==> src/rtl/counter_preload_sequencer.sv <==
// Sequencer for the serially preloaded up/down counter. It shifts a captured
// preload MSB-first on a generated sclk, pulses load, then counts for run_len cycles.
module counter_preload_sequencer #(
  parameter int SCLK_HALF = 2
) (
  input  logic       clk,
  input  logic       rst,
  input  logic       start_i,
  input  logic       abort_i,
  input  logic [7:0] preload_i,
  input  logic       dir_up_i,
  input  logic [7:0] run_len_i,
  output logic       busy_o,
  output logic       done_o,
  output logic       sdi_o,
  output logic       sclk_o,
  output logic       load_o,
  output logic       up_o,
  output logic       en_o
);

  typedef enum logic [2:0] {
    S_IDLE,
    S_SHIFT_LO,
    S_SHIFT_HI,
    S_LOAD,
    S_RUN,
    S_DONE
  } state_t;

  localparam logic [3:0] HALF_LAST = 4'(SCLK_HALF - 1);

  state_t     r_state;
  logic [7:0] r_preload;
  logic [7:0] r_run_len;
  logic [7:0] r_run_cnt;
  logic       r_dir;
  logic [2:0] r_bit;
  logic [3:0] r_hcnt;
  logic       w_half_end;

  assign w_half_end = (r_hcnt == HALF_LAST);

  always_ff @(posedge clk) begin
    if (rst) begin
      r_state   <= S_IDLE;
      r_preload <= '0;
      r_run_len <= '0;
      r_run_cnt <= '0;
      r_dir     <= 1'b0;
      r_bit     <= '0;
      r_hcnt    <= '0;
      busy_o    <= 1'b0;
      done_o    <= 1'b0;
      sdi_o     <= 1'b0;
      sclk_o    <= 1'b0;
      load_o    <= 1'b0;
      up_o      <= 1'b0;
      en_o      <= 1'b0;
    end else if (abort_i) begin
      // In IDLE everything is already quiet, so this also blocks a same-cycle start.
      r_state <= S_IDLE;
      r_hcnt  <= '0;
      busy_o  <= 1'b0;
      done_o  <= 1'b0;
      sdi_o   <= 1'b0;
      sclk_o  <= 1'b0;
      load_o  <= 1'b0;
      up_o    <= 1'b0;
      en_o    <= 1'b0;
    end else begin
      case (r_state)
        S_IDLE: begin
          if (start_i) begin
            r_preload <= preload_i;
            r_run_len <= run_len_i;
            r_dir     <= dir_up_i;
            r_bit     <= 3'd7;
            r_hcnt    <= '0;
            sdi_o     <= preload_i[7];
            sclk_o    <= 1'b0;
            busy_o    <= 1'b1;
            r_state   <= S_SHIFT_LO;
          end
        end
        S_SHIFT_LO: begin
          if (w_half_end) begin
            r_hcnt  <= '0;
            sclk_o  <= 1'b1;
            r_state <= S_SHIFT_HI;
          end else begin
            r_hcnt <= r_hcnt + 4'd1;
          end
        end
        S_SHIFT_HI: begin
          if (w_half_end) begin
            r_hcnt <= '0;
            sclk_o <= 1'b0;
            if (r_bit != 3'd0) begin
              r_bit   <= r_bit - 3'd1;
              sdi_o   <= r_preload[r_bit - 3'd1];
              r_state <= S_SHIFT_LO;
            end else begin
              sdi_o   <= 1'b0;
              load_o  <= 1'b1;
              up_o    <= r_dir;
              r_state <= S_LOAD;
            end
          end else begin
            r_hcnt <= r_hcnt + 4'd1;
          end
        end
        S_LOAD: begin
          load_o <= 1'b0;
          if (r_run_len == 8'd0) begin
            done_o  <= 1'b1;
            r_state <= S_DONE;
          end else begin
            en_o      <= 1'b1;
            r_run_cnt <= r_run_len;
            r_state   <= S_RUN;
          end
        end
        S_RUN: begin
          // Count reaches 1 on the final enabled cycle, so run_len cycles exactly.
          if (r_run_cnt == 8'd1) begin
            r_run_cnt <= '0;
            en_o      <= 1'b0;
            done_o    <= 1'b1;
            r_state   <= S_DONE;
          end else begin
            r_run_cnt <= r_run_cnt - 8'd1;
          end
        end
        S_DONE: begin
          done_o  <= 1'b0;
          busy_o  <= 1'b0;
          up_o    <= 1'b0;
          r_state <= S_IDLE;
        end
        default: r_state <= S_IDLE;
      endcase
    end
  end

endmodule

==> config.mk <==
export PLATFORM = sky130hd
export DESIGN_NAME = counter_preload_sequencer
export DESIGN_NICKNAME = d
export VERILOG_FILES = /design/src/rtl/counter_preload_sequencer.sv
export SDC_FILE = /design/constraint.sdc
export NUM_CORES = 1
export LEC_CHECK = 0
export CORE_ASPECT_RATIO = 0.8
export CORE_MARGIN = 2
export CORE_UTILIZATION = 25
export DETAILED_ROUTE_END_ITERATION = 12
export GPL_ROUTABILITY_DRIVEN = 0
export PLACE_DENSITY = 0.53
export SYNTH_ARGS = -nofsm -noshare
export SYNTH_HDL_FRONTEND = slang
export SYNTH_SLANG_ARGS = --single-unit
==> constraint.sdc <==
create_clock -name clk -period 2.6 [get_ports clk]
set_input_delay 0.52 -clock clk [delete_from_list [all_inputs] [get_ports clk]]
set_output_delay 0.52 -clock clk [all_outputs]
set_load 0.01 [all_outputs]
==> results of run 1 <==
==> layout by cell type (no fill, tap or decap), drive strengths merged, types with 2 or more instances in the layout <==
cell,n
nand2,42
dfxtp,42
a21oi,34
clkdlybuf4s50,27
nor2,19
inv,13
nor3,12
a32oi,6
ha,6
clkbuf,6
buf,6
nor3b,6
o21ai,6
xor2,5
nand3,4
nand2b,4
mux2i,4
nor4,4
a211oi,3
and4,3
nor2b,3
a22oi,3
nand4,3
o32ai,3
or3b,3
o31ai,3
and3,2
and3b,2
nand3b,2
o21a,2
a31oi,2
a222oi,2
==> worst paths after layout <==
check,start,endpoint,slack (ns),depth (start not counted)
worst max-delay path,r_state[2],r_state[0],0.64,4
worst min-delay path,r_preload[1],r_preload[1],0.46,2
worst max register to register,r_state[2],r_state[0],0.64,4
worst min register to register,r_preload[1],r_preload[1],0.46,2
==> layout make-up <==
type / instances / area [µm²] / area share
Clock buffer: 6 / 82.6 / 0.0307
Clock inverter: 2 / 12.5 / 0.00466
Inverter: 13 / 48.8 / 0.0182
Multi-Input combinational cell: 201 / 1250 / 0.464
Sequential cell: 42 / 841 / 0.313
Tap cell: 112 / 140 / 0.0522
Timing Repair Buffer: 33 / 315 / 0.117
==> where the power goes <==
group / switching (W) / total (W) / leakage (nW) / internal (W)
logic: 0.0000858 / 0.000170 / 0.559 / 0.0000840
registers: 0.0000233 / 0.000688 / 0.341 / 0.000665
clock network: 0.000234 / 0.000448 / 0.0472 / 0.000214
==> cells in the mapped netlist, drive strengths merged (4+ instances only) <==
| cell | count |
|---|---|
| nand3 | 4 |
| inv | 13 |
| a32oi | 6 |
| buf | 8 |
| o21ai | 6 |
| nor3 | 12 |
| dfxtp | 42 |
| mux2i | 4 |
| nor2 | 19 |
| nor4 | 4 |
| xor2 | 5 |
| ha | 6 |
| clkbuf | 7 |
| a21oi | 34 |
| nor3b | 6 |
| nand2b | 4 |
| nand2 | 42 |
==> layer usage <==
layer	GRT usage	up-vias	wire, µm
met4	0.0291	0	23
met3	0.0290	2	359
met1	0.177	912	2810
li1	-	1024	-
met2	0.168	57	2260
met5	0	-	0
==> kinds of logic (layout without fill, tap and decap cells) <==
kind of cell / Yosys count / after routing / synth area share
compound gates: 71 / 71 / 0.211
mux: 5 / 5 / 0.0283
xor+xnor: 6 / 6 / 0.0238
flops: 42 / 42 / 0.381
fa+ha+maj: 6 / 6 / 0.0340
buf+inv: 28 / 54 / 0.0555
simple gates: 113 / 113 / 0.267
==> registers in the layout, indices dropped and copies added (netlist names) <==
signal     count
sdi_o          1
sclk_o         1
r_state        3
r_run_cnt      8
done_o         1
load_o         1
r_run_len      8
en_o           1
r_bit          3
busy_o         1
up_o           1
r_dir          1
r_preload      8
r_hcnt         4
==> worst min-delay path, cell delays in order (launching register included) <==
cell and delay [ns]:
dfxtp_1 0.31, nand2_1 0.05, a21oi_1 0.05
==> metrics by stage <==
step	total power, W	setup slack (ns)
6_report	0.00131	0.640
3_5_place_dp	0.000873	0.466
2_1_floorplan	0.000806	0.990
3_3_place_gp	0.000872	0.501
5_1_grt	0.00137	0.501
4_1_cts	0.00132	0.645
==> results.yml, run 1 <==
layout:
  antennaDiodeCount: 0
  layout.nets: 323
  nFillCells: 913
  drive_above_1_share: 0.0875
  post-route-util: 0.315
  syn2layout_area_growth_pct: 21.6
  design_area_mm2: 0.00269
  instances_no_fill: 409
global_routing:
  antenna_found_initial: 0
  grt_pass1_wl_um: 8930
  grt_usage: 0.118
  overflow: 0
  grt_pass1_vias: 1783
  grt_max_degree: 23
job:
  drv_cap: 0
route:
  ant_nets: 0
  routed_via_density: 4.88
  finalWirelength_um: 5460
  route.detailed.drc: 0
  drt-initial-drc-count: 114
  wl_per_cell_um: 13.3
  firstDrtPassIters: 4
  route.vias.total: 1995
synth:
  synth-seq-area-share: 0.381
  synthTopCellsByArea: "dfxtp_1 (38%), a21oi_1 (7.5%), nand2_1 (7.1%)"
  yosys_warnings: 0
  synth_edf_count: 0
  synthCells: 271
  yosys.area.top_type: "dfxtp_1"
  syn_area_mm2: 0.00221
  synth_cell_types: 52
  synth-async-reset-ratio: 0
  synth.ff_latch_count: 42
  syn-num-nets: 298
  synth_area_per_cell_um2: 8.15
  ys.flop_type: "dfxtp_1"
  synth_top_cell_area_share: 0.381
sta:
  min_period_over_period: 0.754
  rsz0062_at_grt: "false"
  whs_ns: 0.459
  slew_headroom: 0.566
  finalMaxSlewViolations: 0
  min_period_ns: 1.96
  finalHoldViolCount: 0
  finalSetupTns_ns: 0
  setup_violations: 0
  worstMarginPinSlew_ns: 0.650
  clock.fmax_mhz: 510
  fin_skew_ns: 0.00514
status:
  status: "complete, no violations"
clock_tree:
  clock_path_buffers: 2
  cts_buffers: 5
  ctsResizeCount: 0
  postCtsSetupBuffers: 0
  cts_tree: "done"
  clk_latency_ns: 0.29
  cts-hold-fix-buffers: 0
  htreeDepth: 2
  clkSinkCount: 42
  clkTransAtPathRegs_ns: 0.08
  clockRootBuffer: "clkbuf_8"
floorplanning:
  coreArea_mm2: 0.00852
  design.die.area_mm2: 0.00961
  start_util: 0.259
  die_h_um: 88.1
  rows: 30
  ioPinCount: 28
  fp.dieW_um: 109
critical_path:
  endpoint_kind: "register"
  crit_family: "simple AND/OR/NAND/NOR gates"
  crit_chain: "or3b_4, a21oi_2, and3b_1, o21a_1"
  crit_type: "reg2reg"
  crit_buf_inv: 0
  required_ns: 2.79
  critPathSlowestCell: "dfxtp_1"
  arrival_ns: 2.15
  crit_path_max_fanout: 15
  worstSetupStartpointType: "register"
  cpPeakStageDelay_ns: 0.63
power_and_ir_drop:
  power_density_mw_per_mm2: 486
  vdd_drop_max_mv: 0.208
  p_leak_nw: 0.948
place:
  placed_area_mm2: 0.00259
  place_hpwl_um: 3970
  io_buffers: 27
  place_inst: 401
hold_path:
  worstHoldPathType: "reg2reg"
Note: power is estimated with default switching activity, not from simulation.
==> inputs of run 2 (changes only) <==
--- a/config.mk
+++ b/config.mk
@@ -10,7 +10,7 @@
 export CORE_UTILIZATION = 25
 export DETAILED_ROUTE_END_ITERATION = 12
 export GPL_ROUTABILITY_DRIVEN = 0
-export PLACE_DENSITY = 0.53
+export PLACE_DENSITY = 0.55
 export SYNTH_ARGS = -nofsm -noshare
 export SYNTH_HDL_FRONTEND = slang
 export SYNTH_SLANG_ARGS = --single-unit
==> constraint.sdc (replaced) <==
create_clock -name clk -period 1.8 [get_ports clk]
set_input_delay 0.36 -clock clk [delete_from_list [all_inputs] [get_ports clk]]
set_output_delay 0.36 -clock clk [all_outputs]
set_load 0.01 [all_outputs]
==> results.yml, run 2 (synthesized netlist as in run 1, its figures left out) <==
floorplanning:
  start_util: 0.259
  coreArea_mm2: 0.00852
  ioPinCount: 28
  rows: 30
  fp.dieW_um: 109
  die_h_um: 88.1
  design.die.area_mm2: 0.00961
clock_tree:
  clock_path_buffers: 2
  postCtsSetupBuffers: 0
  htreeDepth: 2
  cts_tree: "done"
  cts_buffers: 5
  clockRootBuffer: "clkbuf_8"
  clkTransAtPathRegs_ns: 0.08
  clkSinkCount: 42
  clk_latency_ns: 0.29
hold_path:
  worstHoldPathType: "reg2reg"
  min-delay-start: "r_preload[7]"
  min_to: "r_preload[7]"
  holdPathStages: 2
layout:
  nFillCells: 890
  syn2layout_area_growth_pct: 31.7
  reg_top3: "r_preload x8, r_run_cnt x8, r_run_len x8"
  final_common_cell: "nand2_1"
  drive_above_1_share: 0.163
  antennaDiodeCount: 0
  post-route-util: 0.342
  layout.nets: 347
  layout_common_cells: "nand2_1 (42), dfxtp_1 (41), a21oi_1 (33)"
route:
  finalWirelength_um: 5660
  firstDrtPassIters: 4
  route.vias.total: 2057
  routed_via_density: 4.76
  wl_per_cell_um: 13.1
  ant_nets: 0
  route.detailed.drc: 0
  drt-initial-drc-count: 125
global_routing:
  overflow: 0
  antenna_found_initial: 0
  grt_usage: 0.125
  grt_pass1_vias: 1911
  grt_pass1_wl_um: 9430
  grt_max_degree: 18
sta:
  rsz0062_at_grt: "false"
  worstMarginPinSlew_ns: 0.385
  min_period_ns: 1.68
  clock.fmax_mhz: 594
  fin_skew_ns: 0.00435
  slew_headroom: 0.742
  whs_ns: 0.456
  finalMaxSlewViolations: 0
  min_period_over_period: 0.936
  finalHoldViolCount: 0
  setup_ws_ns: 0.115
  setup_violations: 0
critical_path:
  ff2ff_setup_slack_ns: 0.12
  crit_type: "reg2reg"
  arrival_ns: 1.92
  required_ns: 2.04
  endpoint_kind: "register"
  worstSetupStartpointType: "register"
  reg2regPathDepth: 6
  crit_path_max_fanout: 3
  r2r-start: "r_hcnt[1]"
  r2r-end: "r_state[0]"
job:
  drv_cap: 0
place:
  io_buffers: 27
  place_hpwl_um: 4310
  post-place-ws_ns: -0.0748
power_and_ir_drop:
  p_total_w: 0.00204
  power_density_mw_per_mm2: 700
  vdd_drop_max_mv: 0.284
  p_leak_nw: 1.09
status:
  status: "complete, no violations"
## run 2: metrics by stage
stage / setup TNS (ns) / cell area [µm²] / instances
after floorplan: 0 / 2210 / 271
after global placement: -0.0535 / 2780 / 425
after detailed placement: -0.169 / 2780 / 425
after CTS: 0 / 2900 / 432
after global routing: 0 / 2910 / 432
final: 0 / 2910 / 432
## run 2: area by class of cell
cell class,instances,area [µm²],area share
multi-input combinational,201,1260,0.433
sequential,42,842,0.289
timing repair buffer,57,508,0.175
tap,112,140,0.0482
clock buffer,6,82.6,0.0284
inverter,13,48.8,0.0168
clock inverter,1,30.0,0.0103
## run 2: routing by layer
| layer | track usage | up-vias | part of all wire |
|---|---|---|---|
| li1 | - | 1067 | - |
| met1 | 0.183 | 946 | 0.51 |
| met2 | 0.186 | 42 | 0.44 |
| met3 | 0.0268 | 2 | 0.046 |
| met4 | 0.0303 | 0 | 0.0044 |
| met5 | 0 | - | 0 |
## run 2: what timing repair did
item | in CTS | in global routing
resized for setup | 0 | 4
hold endpoints to repair | 0 | 0
setup endpoints to repair | 0 | 7
hold buffers | 0 | 0
## run 2: worst max-delay path by stage
stage                           from      endpoint  cells past startpoint
after floorplan             r_bit[0]      r_bit[0]                      6
after global placement       abort_i  r_run_cnt[2]                      4
after detailed placement     abort_i  r_run_cnt[4]                      4
after CTS                   r_bit[0]      r_bit[1]                      6
after global routing      r_state[2]  r_run_cnt[4]                      5
final                      r_hcnt[1]    r_state[0]                      6
## run 2: report_power, final
part,switching (W),internal [W],total [W]
logic,0.000141,0.000153,0.000294
registers,0.0000248,0.000960,0.000985
clock network,0.000315,0.000444,0.000759
## run 2: worst max-delay path: stages (launching register included)
cell     delay, ns
dfxtp_1       0.33
inv_1         0.08
ha_1          0.19
or3b_2        0.51
a32oi_2       0.24
and3b_1       0.19
o21a_1        0.10
==> inputs of run 3 (changes only) <==
==> constraint.sdc (replaced) <==
create_clock -name clk -period 1.8 [get_ports clk]
set_input_delay 0.36 -clock clk [delete_from_list [all_inputs] [get_ports clk]]
set_output_delay 0.36 -clock clk [all_outputs]
set_load 0.005 [all_outputs]
==> results of run 3 <==
Same layout as run 2 (identical final DEF). Status: complete, no violations.
